--- config.mk ---
export PLATFORM = sky130hd
export DESIGN_NAME = obj_shift_seq
export DESIGN_NICKNAME = d
export VERILOG_FILES = /design/src/rtl/obj_seq_pkg.sv /design/src/rtl/obj_shift_seq_cen_rise_det.sv /design/src/rtl/obj_shift_seq.sv
export SDC_FILE = /design/constraint.sdc
export NUM_CORES = 1
export LEC_CHECK = 0
export ABC_AREA = 1
export BUFFER_PORTS_ARGS = -buffer_cell sky130_fd_sc_hd__buf_2
export CAP_MARGIN = 20
export CORE_AREA = 5 5 107 89
export CTS_CLUSTER_SIZE = 40
export DETAILED_ROUTE_END_ITERATION = 16
export DIE_AREA = 0 0 112 94
export MAX_ROUTING_LAYER = met4
export PLACE_DENSITY_LB_ADDON = 0.2
export SYNTH_ARGS = -nofsm -noshare
export SYNTH_HDL_FRONTEND = slang
export SYNTH_SLANG_ARGS = --single-unit
export TNS_END_PERCENT = 1
--- constraint.sdc ---
create_clock -name clk -period 2.3 [get_ports clk]
set_input_delay 0.46 -clock clk [delete_from_list [all_inputs] [get_ports clk]]
set_output_delay 0.46 -clock clk [all_outputs]
set_load 0.005 [all_outputs]
--- src/rtl/obj_seq_pkg.sv ---
// Shared types and default parameters for the object-tile shift sequencer.
package obj_seq_pkg;

    localparam int PIX_BITS_DEF = 4;
    localparam int TILE_W_DEF   = 8;
    localparam int ADDR_W_DEF   = 9;

    // IDLE waits for a tile; SHIFT emits one pixel per pixel tick.
    typedef enum logic {
        ST_IDLE  = 1'b0,
        ST_SHIFT = 1'b1
    } seq_state_t;

endpackage

--- src/rtl/obj_shift_seq_cen_rise_det.sv ---
// Pixel-tick detector: a tick is the 0->1 transition of Cen seen on clk.
// last_cen resets high so Cen must be seen low before the first tick.
module cen_rise_det (
    input  logic clk,
    input  logic Reset_n,
    input  logic Cen,
    output logic tick
);

    logic last_cen;

    // Remember the previous clk's Cen level.
    always_ff @(posedge clk) begin
        if (!Reset_n) last_cen <= 1'b1;
        else          last_cen <= Cen;
    end

    assign tick = Cen & ~last_cen;

endmodule

--- src/rtl/obj_shift_seq.sv ---
// Object tile shift sequencer: accepts one packed tile row per pixel tick
// handshake and writes its pixels into the active line buffer, one per tick.
// Handshake: a tile transfers on a clk where tick, tile_valid and tile_ready
// are all high; tile_valid on any other clk is ignored.
// Optional macro OBJ_SEQ_TRANSP_EN: zero pixels do not raise pix_we.
module obj_shift_seq
    import obj_seq_pkg::*;
#(
    parameter int PIX_BITS = PIX_BITS_DEF,
    parameter int TILE_W   = TILE_W_DEF,
    parameter int ADDR_W   = ADDR_W_DEF
) (
    input  logic                       clk,
    input  logic                       Reset_n,
    input  logic                       Cen,
    input  logic                       line_start,
    input  logic                       tile_valid,
    output logic                       tile_ready,
    input  logic [TILE_W*PIX_BITS-1:0] tile_data,
    input  logic                       tile_flip,
    input  logic [ADDR_W-1:0]          tile_x,
    output logic [PIX_BITS-1:0]        pix_out,
    output logic [ADDR_W-1:0]          pix_addr,
    output logic                       pix_we,
    output logic                       buf_sel,
    output logic                       busy
);

    localparam int CNT_W = (TILE_W > 1) ? $clog2(TILE_W) : 1;
    localparam logic [CNT_W-1:0] CNT_LAST = CNT_W'(TILE_W - 1);

    seq_state_t                 state, state_nx;
    logic [CNT_W-1:0]           cnt, cnt_nx;
    logic [TILE_W*PIX_BITS-1:0] tile_q, tile_nx;
    logic                       flip_q, flip_nx;
    logic [ADDR_W-1:0]          addr_q, addr_nx;
    logic [PIX_BITS-1:0]        pix_out_nx;
    logic [ADDR_W-1:0]          pix_addr_nx;
    logic                       pix_we_nx;
    logic                       buf_sel_nx;
    logic                       tick;
    logic                       at_last;
    logic                       transfer;
    logic [CNT_W-1:0]           pix_idx;
    logic [PIX_BITS-1:0]        cur_pix;

    cen_rise_det u_tick (
        .clk     (clk),
        .Reset_n (Reset_n),
        .Cen     (Cen),
        .tick    (tick)
    );

    assign at_last    = (state == ST_SHIFT) && (cnt == CNT_LAST);
    assign tile_ready = ((state == ST_IDLE) || at_last) && !line_start;
    assign transfer   = tick && tile_valid && tile_ready;
    assign busy       = (state == ST_SHIFT);
    assign pix_idx    = flip_q ? (CNT_LAST - cnt) : cnt;
    assign cur_pix    = tile_q[int'(pix_idx)*PIX_BITS +: PIX_BITS];

    // Next-state and datapath decode; line_start overrides any tick work.
    always_comb begin
        state_nx    = state;
        cnt_nx      = cnt;
        tile_nx     = tile_q;
        flip_nx     = flip_q;
        addr_nx     = addr_q;
        pix_out_nx  = pix_out;
        pix_addr_nx = pix_addr;
        pix_we_nx   = 1'b0;
        buf_sel_nx  = buf_sel;
        if (line_start) begin
            state_nx   = ST_IDLE;
            cnt_nx     = '0;
            buf_sel_nx = ~buf_sel;
        end else if (tick) begin
            if (state == ST_SHIFT) begin
                pix_out_nx  = cur_pix;
                pix_addr_nx = addr_q;
`ifdef OBJ_SEQ_TRANSP_EN
                pix_we_nx   = (cur_pix != '0);
`else
                pix_we_nx   = 1'b1;
`endif
                addr_nx     = addr_q + ADDR_W'(1);
                cnt_nx      = cnt + CNT_W'(1);
                if (at_last) state_nx = ST_IDLE;
            end
            // A transfer on the last pixel tick reloads with no bubble.
            if (transfer) begin
                tile_nx  = tile_data;
                flip_nx  = tile_flip;
                addr_nx  = tile_x;
                cnt_nx   = '0;
                state_nx = ST_SHIFT;
            end
        end
    end

    // FSM state register.
    always_ff @(posedge clk) begin
        if (!Reset_n) state <= ST_IDLE;
        else          state <= state_nx;
    end

    // Datapath and output registers.
    always_ff @(posedge clk) begin
        if (!Reset_n) begin
            cnt      <= '0;
            tile_q   <= '0;
            flip_q   <= 1'b0;
            addr_q   <= '0;
            pix_out  <= '0;
            pix_addr <= '0;
            pix_we   <= 1'b0;
            buf_sel  <= 1'b0;
        end else begin
            cnt      <= cnt_nx;
            tile_q   <= tile_nx;
            flip_q   <= flip_nx;
            addr_q   <= addr_nx;
            pix_out  <= pix_out_nx;
            pix_addr <= pix_addr_nx;
            pix_we   <= pix_we_nx;
            buf_sel  <= buf_sel_nx;
        end
    end

endmodule
---- Yosys cells after proc, flatten, opt, wreduce, memory -nomap -nowiden ----
Cells that the tools add are included.
storage, ports and cells
  flip-flop bits (word level) ............. 62
  latch bits .............................. 0
  memory bits (writable) .................. 0
  memory bits (read-only) ................. 0
  input port bits ......................... 47
  output and inout bits ................... 17
  word-level logic and storage cells ...... 44
  memories ................................ 0
cells by class
  $add $sub $neg .......................... 3
  multiply operators ...................... 0
  divide/modulo/power cells ............... 0
  magnitude comparators ................... 0
  equality and inequality tests ........... 1
  shifts and indexed selects .............. 1
  muxes and demuxes ....................... 9
  bitwise gates (word level) .............. 7
  reductions and logical operators ........ 13
operators with widths
  cell                 count
  $shiftx 32x6->4      1
  $mux 9               2
  $add 9x1->9 const B  1
  $mux 3               3
  $reduce_and 3->1     3
  $not 1->1            6
  $logic_and 1x1->1    4
  $mux 1               4
  $add 3x1->3 const B  1
  $eq 3x3->1 const B   1
  $reduce_or 3->1      1
  $sub 3x3->3 const A  1
  $reduce_and 2->1     1
  $reduce_bool 2->1    1
  $reduce_or 2->1      1
  $and 1x1->1          1
  $logic_not 1->1      1
  $logic_or 1x1->1     1

---- Logic depth before layout (Yosys ltp) ----
  depth after elaboration ................. 7
  mapped depth ............................ 12
  depth with buffers taken out ............ 11

---- By module ----
From an unflattened synthesis, not the netlist that was laid out.
second synthesis, totals
  cell total of the unflattened synthesis .. 402
  area total of the unflattened synthesis .. 2855.2 µm²
by module, submodules not included
  module         times used  cells an instance  area each (µm²)
  obj_shift_seq  1           398                2821.5
  cen_rise_det   1           4                  33.8

---- Least setup slack after synthesis ----
Ideal clock, no wire load.
  path type ............................... register to register
  start ................................... register cnt[0]
  end ..................................... register addr_q[3]
  library setup time ...................... 0.120 ns
  data arrival time ....................... 1.391 ns
  data required time ...................... 2.180 ns
  slack ................................... 0.789 ns
  cell stages (with the launch flop) ...... 10
  buffers on the path ..................... 2
  clock period less this slack ............ 1.511 ns
  cell sequence ........................... dfxtp_1 ha_1 ha_1 inv_1 a21boi_1 nand2_2 buf_6 buf_6 o21ai_0 a21oi_1
on the way
  longest elaborated chain between the ends .. 7
ends and longest elaborated chain
  what                                RTL line              RTL
  start: declaration                  obj_shift_seq.sv:33   logic [CNT_W-1:0] cnt, cnt_nx;
  start signal: assignment            obj_shift_seq.sv:118  cnt <= cnt_nx;
  $eq 3x3->1 (*)                      obj_shift_seq.sv:54   assign at_last = (state == ST_SHIFT) && (cnt == CNT_LAST);
  $logic_and 1x1->1 (*)               obj_shift_seq.sv:54
  $logic_or 1x1->1 (*)                obj_shift_seq.sv:55   assign tile_ready = ((state == ST_IDLE) || at_last) && !line_start;
  $logic_and 1x1->1 (*)               obj_shift_seq.sv:55
  $logic_and 1x1->1 (*)               obj_shift_seq.sv:56   assign transfer = tick && tile_valid && tile_ready;
  $reduce_bool 2->1 (no source line)  -
  $reduce_and 3->1 (no source line)   -
  end signal: assignment              obj_shift_seq.sv:121  addr_q <= addr_nx;
  end: declaration                    obj_shift_seq.sv:36   logic [ADDR_W-1:0] addr_q, addr_nx;
Mark *: on every way between the ends. The rest lies on a longest branch, timed or not.
A chain may end at the register's enable or synchronous reset.

---- Worst setup path after layout ----
  start ................................... register cnt[0]
  end ..................................... register tile_q[29]
on the way
  longest elaborated chain between the ends .. 6
ends and longest elaborated chain
  what                               RTL line              RTL
  $eq 3x3->1                         obj_shift_seq.sv:54
  $logic_and 1x1->1                  obj_shift_seq.sv:54
  $logic_or 1x1->1                   obj_shift_seq.sv:55
  $logic_and 1x1->1                  obj_shift_seq.sv:55
  $logic_and 1x1->1                  obj_shift_seq.sv:56
  $reduce_and 3->1 (no source line)  -
  end signal: assignment             obj_shift_seq.sv:119  tile_q <= tile_nx;
  end: declaration                   obj_shift_seq.sv:34   logic [TILE_W*PIX_BITS-1:0] tile_q, tile_nx;
Every way passes these cells.

==> results.ini <==
[run_status]
status=completed

[timing]
slew_violations=0
tightest_slew_ps=445
max_clock_freq_mhz=542
fin_worst_skew_ps=7.43
hold_violations=0
worst_slack_ps=456
final.setup.tns_ps=0
period_needed_ps=1840
finalSetupViolations=0
fin_crit_sh_pct=80.2
rsz0062_at_grt=false
relSlewSlack_pct=70.1

[synth]
syn_avg_cell_area_um2=7.37
seq_area_frac_synth_pct=44.2
synth_edf_count=0
synth_nets=431
yosysWarnings=0
yosysMostFrequentCell=dfxtp_1
synth-xor-area-share_pct=2.50
synth_top_family_by_area=simple AND/OR/NAND/NOR gates
ys_top_cells_by_count=dfxtp_1, a21oi_1, nand2_1, inv_1, o21ai_0
synthFlopType=dfxtp_1
synth.area.top_cells=dfxtp_1, a21oi_1, o21ai_0, nand3_1, nand2_1
synth_top_cell_area_share_pct=44.2
synth-adder-area-share_pct=1.34
netlist_area_um2=2810
synth_compound_area_share_pct=19.0
synth-seq-cells=62
yosysTopAreaCell=dfxtp_1
syn_inst=381
yosys.area_share.simple_pct=21.8
async_flop_share_pct=0
synth_cell_types=25
muxShareOfSynthArea_pct=0

[global_routing]
grt_pass1_vias=2475
antenna_found_initial=0
grt_max_degree=53
grt_pass1_wl_um=11900
grt_use_total_pct=14.5
gr-total-overflow=0

[die]
io_pins=64
die_area_um2=10500
chipWidth_um=112
core_um2=8300
die_y_um=94
start_util_pct=33.8
core.rowCount=30

[detailed_routing]
wl_met1_um=3740
vias_per_cell=4.72
drc=0
antenna_left=0
route.met3.wl_um=418
wirelength_um=7160
wl_met2_um=2910
drt_pass1_iterations=4
drt_iter0_drc=168
highest_layer=met4
wl_per_cell_um=12.9
vias=2623

[cells_and_area]
n_antenna_cell=0
drive_above_1_share_pct=20.5
final_nets=492
final_cells=556
area_growth_pct=20.0

[setup_path]
critPathMaxFanout=30
endpoint_kind=register
crit_path_start_kind=register
crit_type=reg2reg
cp_data_required_time_ps=2520
arrival_ps=2070

[placed_design]
dp.cells=543
gp_routability_congestion=0.857
hpwl_um=5310
io_buffer_count=63
dp_slack_ps=462

[power_and_ir_drop]
p_per_area_nw_per_um2=614
vdd_drop_max_uv=218
p_leak_nw=1.48

[cts]
htreeDepth=3
cts_max_path_buffers=2
root_buffer=clkbuf_8
numClockSinks=62
cts_resized=0
cts_buffers=9
cts_hold_buf=0
cts_tree=yes
clock_latency_ps=340
cts.clk_slew.worst_paths_ps=60
cts_setup_buffers=0

[worst_hold_path]
hp-class=in2reg

[flow_run]
cap_viol_max_count=0

-- final cells by class --
class	count	area, µm²
clock buffers	11	151
inverters	52	195
repair buffers	68	378
clock inverters	2	10.0
flip-flops and latches	62	1240
multi-input cells	249	1250
fillers	890	4930
well taps	112	140
-- worst paths after layout --
check,start,endpoint,slack (ps),cells after the start
worst min register to register,tile_q[31]$_SDFFE_PN0P_,tile_q[31]$_SDFFE_PN0P_,460,2
worst max register to register,cnt[0]$_SDFFE_PP0P_,tile_q[29]$_SDFFE_PN0P_,460,8
worst min-delay path,tile_data[30],tile_q[30]$_SDFFE_PN0P_,400,3
worst max-delay path,cnt[0]$_SDFFE_PP0P_,tile_q[29]$_SDFFE_PN0P_,460,8
-- sequential cells by signal, indices dropped and copies added (netlist names) --
signal and cells:
pix_addr 9, pix_out 4, addr_q 9, cnt 3, u_tick.last_cen 1, flip_q 1
tile_q 32, buf_sel 1, pix_we 1, busy 1
-- per-stage QoR --
stage | hold slack, ps | instance area [µm²] | util, % | power, mW
5_1_grt | 399 | 3370 | 40.6 | 2.16
3_3_place_gp | 445 | 3210 | 38.7 | 1.27
6_report | 398 | 3370 | 40.6 | 2.07
3_5_place_dp | 449 | 3210 | 38.7 | 1.27
4_1_cts | 382 | 3370 | 40.6 | 2.10
2_1_floorplan | 430 | 2810 | - | 1.20
-- metal layers --
metal / vias up / track usage (%)
met5: - / -
met4: 0 / 5.01
met2: 74 / 19.3
met3: 7 / 4.19
met1: 1175 / 20.9
li1: 1367 / -
-- critical path, stage by stage (launching register included) --
cell	delay (ps)
dfxtp_1	410
ha_1	180
ha_1	140
inv_1	60
a21boi_1	150
nand2_2	260
buf_12	260
o21ai_0	200
a21oi_1	60
-- cell families (layout without fill, tap and decap cells) --
group | after synthesis | after routing
XOR/XNOR | 8 | 8
adder cells (fa/ha/maj) | 3 | 3
flip-flops | 62 | 62
AND/OR/NAND/NOR | 132 | 132
buffers and inverters | 70 | 133
AO/OA/AOI/OAI | 106 | 106
-- report_power, final --
part	internal (mW)	switching [mW]	leakage, nW
Combinational	0.0624	0.0828	0.890
Clock	0.428	0.395	0.0869
Sequential	1.09	0.00850	0.501
-- layout by cell type, fill, tap and decap left out, drive strengths merged --
cell type  synthesis  final
a21boi             1      1
a21oi             56     56
buf               10     68
clkbuf             8     11
clkinv             0      2
dfxtp             62     62
ha                 3      3
inv               52     52
nand2             57     57
nand3             47     47
nand3b             2      2
nand4              3      3
nor2              19     19
nor3               2      2
o21ai             49     49
or2                2      2
xnor2              3      3
xor2               5      5
Power figures use the tool's default switching activity.
